===== config.mk =====
export PLATFORM = sky130hd
export DESIGN_NAME = cpu_trace_monitor
export DESIGN_NICKNAME = d
export VERILOG_FILES = /design/src/rtl/cpu_trace_monitor.sv
export SDC_FILE = /design/constraint.sdc
export NUM_CORES = 2
export LEC_CHECK = 0
export ABC_AREA = 1
export CORE_ASPECT_RATIO = 0.8
export CORE_UTILIZATION = 46
export CTS_BUF_LIST = sky130_fd_sc_hd__clkbuf_4 sky130_fd_sc_hd__clkbuf_8
export DETAILED_ROUTE_END_ITERATION = 10
export PLACE_DENSITY = 0.65
export SYNTH_ARGS = -nofsm -noshare
export SYNTH_HDL_FRONTEND = slang
export SYNTH_SLANG_ARGS = --single-unit

===== constraint.sdc =====
create_clock -name clk_i -period 10.26 [get_ports clk_i]
set_input_delay 1.539 -clock clk_i [delete_from_list [all_inputs] [get_ports clk_i]]
set_output_delay 1.539 -clock clk_i [all_outputs]
set_load 0.01 [all_outputs]

===== src/rtl/cpu_trace_monitor.sv =====
// Trace unit beside the single-cycle CPU: captures committed register-file and
// data-memory writes with PC and cycle stamp into a FIFO drained over valid/ready.
//
// state    | meaning
// S_IDLE   | waiting for run_i, nothing captured
// S_RUN    | tracing; cycle_o counts traced cycles up to MAX_CYCLES
// S_DRAIN  | budget spent, inputs ignored, FIFO emptying
// S_DONE   | FIFO drained, done_o held until reset
module cpu_trace_monitor #(
    parameter int ADDR_W     = 32,
    parameter int DATA_W     = 32,
    parameter int REG_IDX_W  = 5,
    parameter int DEPTH      = 16,
    parameter int CYCLE_W    = 16,
    parameter int MAX_CYCLES = 320
) (
    input  logic                 clk_i,
    input  logic                 rst_n,
    input  logic                 run_i,
    input  logic [ADDR_W-1:0]    pc_i,
    input  logic                 rf_we_i,
    input  logic [REG_IDX_W-1:0] rf_idx_i,
    input  logic [DATA_W-1:0]    rf_data_i,
    input  logic                 mem_we_i,
    input  logic [ADDR_W-1:0]    mem_addr_i,
    input  logic [DATA_W-1:0]    mem_data_i,
    output logic                 rec_valid_o,
    input  logic                 rec_ready_i,
    output logic                 rec_kind_o,
    output logic [CYCLE_W-1:0]   rec_cycle_o,
    output logic [ADDR_W-1:0]    rec_pc_o,
    output logic [ADDR_W-1:0]    rec_addr_o,
    output logic [DATA_W-1:0]    rec_data_o,
    output logic [CYCLE_W-1:0]   cycle_o,
    output logic [CYCLE_W-1:0]   drop_cnt_o,
    output logic                 overflow_o,
    output logic                 done_o
);

    localparam int PTR_W = $clog2(DEPTH);
    localparam int CNT_W = PTR_W + 1;
    localparam logic [CYCLE_W-1:0] LAST_STAMP = CYCLE_W'(MAX_CYCLES - 1);
    localparam logic [CNT_W-1:0]   DEPTH_CNT  = CNT_W'(DEPTH);

    typedef struct packed {
        logic               kind;
        logic [CYCLE_W-1:0] cycle;
        logic [ADDR_W-1:0]  pc;
        logic [ADDR_W-1:0]  addr;
        logic [DATA_W-1:0]  data;
    } rec_t;

    typedef enum logic [1:0] {
        S_IDLE  = 2'd0,
        S_RUN   = 2'd1,
        S_DRAIN = 2'd2,
        S_DONE  = 2'd3
    } state_t;

    state_t             state;
    rec_t               fifo_mem [DEPTH];
    logic [PTR_W-1:0]   wr_ptr;
    logic [PTR_W-1:0]   rd_ptr;
    logic [CNT_W-1:0]   count;

    logic               capture;
    logic               reg_cand;
    logic               mem_cand;
    logic               pop;
    logic [CNT_W-1:0]   free_slots;
    logic [1:0]         n_cand;
    logic [1:0]         n_push;
    logic [1:0]         n_drop;
    logic [CYCLE_W:0]   drop_sum;
    rec_t               reg_rec;
    rec_t               mem_rec;
    rec_t               slot0;
    rec_t               slot1;
    rec_t               shown;

    always_comb begin
        capture    = (state == S_RUN) && run_i;
        reg_cand   = capture && rf_we_i && (rf_idx_i != '0);
        mem_cand   = capture && mem_we_i;
        pop        = (count != '0) && rec_ready_i;
        // a pop in the same cycle frees its slot for this cycle's pushes
        free_slots = DEPTH_CNT - count + CNT_W'(pop);

        reg_rec.kind  = 1'b0;
        reg_rec.cycle = cycle_o;
        reg_rec.pc    = pc_i;
        reg_rec.addr  = ADDR_W'(rf_idx_i);
        reg_rec.data  = rf_data_i;

        mem_rec.kind  = 1'b1;
        mem_rec.cycle = cycle_o;
        mem_rec.pc    = pc_i;
        mem_rec.addr  = mem_addr_i;
        mem_rec.data  = mem_data_i;

        slot0  = reg_cand ? reg_rec : mem_rec;
        slot1  = mem_rec;
        n_cand = {1'b0, reg_cand} + {1'b0, mem_cand};

        if (free_slots >= CNT_W'(2)) begin
            n_push = n_cand;
        end else if (free_slots == CNT_W'(1)) begin
            n_push = (n_cand != 2'd0) ? 2'd1 : 2'd0;
        end else begin
            n_push = 2'd0;
        end
        n_drop   = n_cand - n_push;
        drop_sum = {1'b0, drop_cnt_o} + (CYCLE_W + 1)'(n_drop);
    end

    assign rec_valid_o = (count != '0);
    assign shown       = rec_valid_o ? fifo_mem[rd_ptr] : '0;
    assign rec_kind_o  = shown.kind;
    assign rec_cycle_o = shown.cycle;
    assign rec_pc_o    = shown.pc;
    assign rec_addr_o  = shown.addr;
    assign rec_data_o  = shown.data;

    // storage is not reset; visibility is governed by count
    always_ff @(posedge clk_i) begin
        if (rst_n && (n_push != 2'd0)) begin
            fifo_mem[wr_ptr] <= slot0;
        end
        if (rst_n && (n_push == 2'd2)) begin
            fifo_mem[wr_ptr + PTR_W'(1)] <= slot1;
        end
    end

    always_ff @(posedge clk_i) begin
        if (!rst_n) begin
            wr_ptr <= '0;
            rd_ptr <= '0;
            count  <= '0;
        end else begin
            wr_ptr <= wr_ptr + PTR_W'(n_push);
            if (pop) begin
                rd_ptr <= rd_ptr + PTR_W'(1);
            end
            count <= count + CNT_W'(n_push) - CNT_W'(pop);
        end
    end

    always_ff @(posedge clk_i) begin
        if (!rst_n) begin
            state      <= S_IDLE;
            cycle_o    <= '0;
            drop_cnt_o <= '0;
            overflow_o <= 1'b0;
            done_o     <= 1'b0;
        end else begin
            case (state)
                S_IDLE: begin
                    if (run_i) begin
                        state <= S_RUN;
                    end
                end
                S_RUN: begin
                    if (run_i) begin
                        cycle_o <= cycle_o + CYCLE_W'(1);
                        if (cycle_o == LAST_STAMP) begin
                            state <= S_DRAIN;
                        end
                    end
                end
                S_DRAIN: begin
                    if (count == '0) begin
                        state  <= S_DONE;
                        done_o <= 1'b1;
                    end
                end
                S_DONE: begin
                    done_o <= 1'b1;
                end
                default: begin
                    state <= S_IDLE;
                end
            endcase

            if (n_drop != 2'd0) begin
                overflow_o <= 1'b1;
                drop_cnt_o <= drop_sum[CYCLE_W] ? '1 : drop_sum[CYCLE_W-1:0];
            end
        end
    end

endmodule


## After elaboration in Yosys (flattened, before gate mapping)

Memories as Yosys holds them, arrays and structs flattened. A register that Yosys moved wholly into a read port is not among the register bits.
Index checks and enable logic that the tools add are counted.

- Add/sub/neg operators: 11
- $lt $le $gt $ge: 1
- Equal/unequal tests: 10
- Multiplexer cells: 19
- Reductions and logical operators: 19

Operators by type and width:

| cell | count |
|---|---|
| $mux 113 | 2 |
| $add 16x2->17 | 1 |
| $add 16x1->16 const B | 1 |
| $eq 16x9->1 const B | 1 |
| $mux 16 | 1 |
| $mux 2 | 5 |
| $reduce_bool 5->1 | 2 |
| $add 4x1->4 const B | 2 |
| $mux 4 | 2 |
| $reduce_bool 2->1 | 4 |
| $logic_and 1x1->1 | 7 |
| $mux 1 | 7 |
| $eq 2x2->1 const B | 3 |
| $ne 2x2->1 const B | 3 |
| $pmux 2 s3 | 1 |
| $add 5x1->5 | 1 |
| $add 5x2->5 | 1 |
| $eq 5x1->1 const B | 1 |
| $ge 5x2->1 const B | 1 |
| $logic_not 5->1 | 1 |
| $reduce_and 5->1 | 1 |
| $sub 5x1->5 | 1 |
| $sub 5x5->5 const A | 1 |
| $add 4x2->4 | 1 |
| 8 further kinds | 9 |

- Bits in registers: 49
- Bits in writable memories: 1808
- Input port bits: 139
- Output and inout port bits: 148
- Logic and storage cells: 69
- Memories kept: 1

Memories:

| memory | depth | width | rd ports | clocked after memory_dff | wr ports | RTL line | source |
|---|---|---|---|---|---|---|---|
| fifo_mem | 16 | 113 | 1 | 1 | 2 | 61 | `rec_t fifo_mem [DEPTH];` |

## Logic depth before layout (Yosys ltp)

- Word-level depth: 13
- Depth in mapped cells: 31
- Gate-level depth less buffers: 30

## Least setup slack after synthesis

No wires, ideal clock.

- Path kind: input-to-reg
- Start point: input rf_idx_i[2]
- End point: memory fifo_mem[3][61] (netlist bit), data pin
- Arrival time: 6.479 ns
- Data required time: 10.121 ns
- Setup slack: 3.641 ns
- Stages: 15
- Buffers on the path: 5
- Path through: nor3_1 nand3_1 nand2_2 inv_2 buf_4 buf_6 buf_2 ha_1 nor3_4 buf_4 nand2_1 nand2_1 nand2_2 buf_4 nor2_1

RTL lines:

| element | RTL line | source |
|---|---|---|
| start: declaration | 22 | `input logic [REG_IDX_W-1:0] rf_idx_i,` |
| end: declaration | 61 |  |

==> results.py <==
metrics = {
    "cells_and_area": {
        "multiInputGateArea_um2": 30400,
        "nFillCells": 17477,
        "postLayoutCoreUtil": 0.510,
        "drive_above_1_share": 0.0808,
        "finish.net_count": 8802,
        "syn_to_final_growth_pct": 10.0,
        "seqCellArea_um2": 55200,
    },
    "pwr": {
        "swShare": 0.351,
        "p_leak_uw": 0.0310,
        "power_frac_comb": 0.270,
        "power_frac_seq": 0.410,
        "powerDensity_nw_per_um2": 206,
        "p_int_uw": 13300,
        "vdd_drop_max_v": 0.000219,
        "switchingPower_uw": 7200,
        "power_frac_clock": 0.320,
    },
    "placement": {
        "dp_hpwl_um": 173000,
        "numPortBuffers": 286,
        "place_congestion": 0.869,
    },
    "floorplan": {
        "row_count": 145,
        "core_area_um2": 195000,
        "start_util": 0.463,
        "io_pins": 287,
        "die_area_um2": 198000,
        "die_h_um": 399,
        "die_x_um": 498,
    },
    "setup_path": {
        "critPathKind": "reg2out",
        "arrival_ps": 5510,
        "slowest_stage": "buf_4",
        "cp-end-kind": "primary output",
        "crit_required_ps": 8720,
        "r2r_start": "state[1]",
        "path_max_fanout": 101,
        "crit_chain": "inv_8 > buf_4 > o21ai_0 > o221ai_1 > nand3_1 > a21oi_1 > clkdlybuf4s50_1",
        "cp-start-kind": "flip-flop",
        "cpPeakStageDelay_ps": 890,
    },
    "clocking": {
        "cts_sinks": 1861,
        "htree_levels": 5,
        "cts_hold_buffers": 0,
        "cts_buffers": 317,
        "clk_latency_ps": 1090,
        "cts_root_buf": "clkbuf_8",
        "cts.clk_slew.worst_paths_ps": 70,
        "cts_resized": 0,
        "cts_tree": "yes",
        "postCtsSetupBuffers": 0,
        "clock_path_buffers": 4,
    },
    "flow_run": {
        "maxCapViolCount": 0,
    },
    "route": {
        "drt-pass1-iter-count": 9,
        "drc_errors": 0,
        "drt-initial-drc-count": 12955,
        "wirelength_um": 333000,
        "wl_per_cell_um": 29.2,
        "vias_per_cell": 6.79,
        "dr_total_vias": 77579,
        "ant_nets": 0,
    },
    "sta": {
        "worst_slew_pin_slew_ps": 1360,
        "setup_tns_ps": 0,
        "holdWs_ps": 462,
        "finalCritPeriodShare": 0.687,
        "setup_viol": 0,
        "rsz0062_at_grt": "false",
        "max_freq_mhz": 142,
        "max_slew_margin": 0.0905,
        "slew_violations": 0,
        "skew_ps": 119,
        "min_period_ps": 7050,
        "hold_viol_final": 0,
    },
    "synth": {
        "synth_ff_type": "edfxtp_1",
        "synth-simple-area-share": 0.117,
        "synth_top_family_by_area": "compound AO/OA/AOI/OAI gates",
        "synth-edff-count": 1792,
        "synth-seq-area-share": 0.610,
        "synth.area.mux_share": 0,
        "ys_warn_count": 0,
        "syn_inst": 8984,
        "synth_cell_type_count": 45,
        "async_reset_ff_frac": 0,
        "syn_area_per_cell_um2": 10.1,
        "synth_adder_area_share": 0.00385,
        "synth_nets": 9149,
        "synth_compound_area_frac": 0.209,
        "synth_xor_area_frac": 0.000581,
        "syn_area_um2": 90500,
        "ys_ff_latch": 1861,
    },
    "grt": {
        "antenna_found_initial": 5,
        "first_global_vias": 73250,
        "overflow": 0,
        "grt_max_degree": 229,
        "grt_first_pass_wirelength_um": 488000,
        "grt.total_usage": 0.326,
    },
    "worst_hold_path": {
        "min_from": "fifo_mem[2][112]",
        "min_path_type": "reg2reg",
    },
    "run_status": {
        "status": "complete, no violations",
    },
}
## stage by stage
stage | setup slack [ps] | instance area, um^2 | power (uW) | cells
final | 3210 | 99500 | 20500 | 11420
after global routing | 3220 | 99500 | 21100 | 11419
after CTS | 3390 | 99500 | 20300 | 11414
after detailed placement | 2690 | 93700 | 14000 | 10890
after global placement | 2820 | 93700 | 13900 | 10890
after floorplan | 3640 | 90500 | 11700 | 8984
## worst max-delay path: cells and delay by family, from the launching register on
kind | cells | cell delay (ps)
compound gates | 3 | 1230
buf+inv | 3 | 2230
flops | 1 | 560
simple gates | 1 | 100
## registers in the layout, summed over array words and instances, names as in the netlist, named ones only
| name | flops |
|---|---|
| count | 5 |
| cycle_o | 16 |
| done_o | 1 |
| drop_cnt_o | 16 |
| fifo_mem | 1808 |
| overflow_o | 1 |
| rd_ptr | 4 |
| state | 2 |
| wr_ptr | 4 |
## routing by layer
metal / wire [um] / global-route usage / part of all wire / up-vias
li1: - / - / - / 32508
met1: 126000 / 0.455 / 0.38 / 37828
met2: 144000 / 0.481 / 0.43 / 6364
met3: 47800 / 0.0816 / 0.14 / 875
met4: 15100 / 0.146 / 0.045 / 4
met5: 22 / 0 / 0.000066 / -
## power by group through the flow
stage	clock network, uW	registers [uW]	logic [uW]
after floorplan	0	8540	3180
after global placement	0	8570	5320
after detailed placement	0	8580	5370
after CTS	6530	8420	5400
after global routing	6830	8420	5840
final	6550	8420	5540
## layout by cell type, fill, tap and decap left out, drive strengths merged, types with 2 or more instances in the layout
master | synthesis | routed
nor4 | 3 | 3
nand2 | 263 | 263
dfxtp | 69 | 69
buf | 438 | 131
clkinvlp | 0 | 11
or2 | 4 | 4
ha | 23 | 23
clkbuf | 644 | 427
fa | 3 | 3
nand4 | 7 | 7
clkinv | 13 | 92
nand3 | 1041 | 1041
nor3 | 17 | 17
nor2 | 1094 | 1094
diode | 0 | 6
edfxtp | 1792 | 1792
a21oi | 918 | 918
o211ai | 131 | 131
bufinv | 0 | 5
o221ai | 321 | 321
o21a | 2 | 2
o22ai | 131 | 131
o21ai | 1877 | 1877
clkdlybuf4s50 | 0 | 285
xor2 | 5 | 5
nand3b | 2 | 2
inv | 178 | 180
## synthesized netlist by cell type, types with 100 or more instances
master    number  share of area
a21oi_1      918          0.051
buf_2        313          0.017
clkbuf_1     644          0.027
edfxtp_1    1792           0.59
inv_1        173         0.0072
nand2_1      255          0.011
nand3_1     1036          0.057
nor2_1      1092          0.045
o211ai_1     131          0.011
o21ai_0     1752          0.097
o21ai_1      100         0.0055
o221ai_1     321          0.031
o22ai_1      131         0.0091
## cell type report
type	count	area share
clock buffers	427	0.0528
flip-flops and latches	1861	0.555
multi-input cells	5850	0.306
inverters	191	0.00755
repair buffers	416	0.0413
clock inverters	97	0.00568
diodes	6	0.000151
well taps	2572	0.0323
## cell families after synthesis
family                   count (synthesis)
flip-flops                            1861
AO/OA/AOI/OAI                         3383
buffers and inverters                 1273
XOR/XNOR                                 6
AND/OR/NAND/NOR                       2435
adder cells (fa/ha/maj)                 26
## worst paths after layout
path                 endpoint  slack, ps  depth (start not counted)
min reg2reg  fifo_mem[2][112]        460                          2
max            rec_addr_o[29]       3210                          7
max reg2reg  fifo_mem[14][45]       3810                         15
min          fifo_mem[2][112]        460                          2
(Power assumes the default switching activity.)
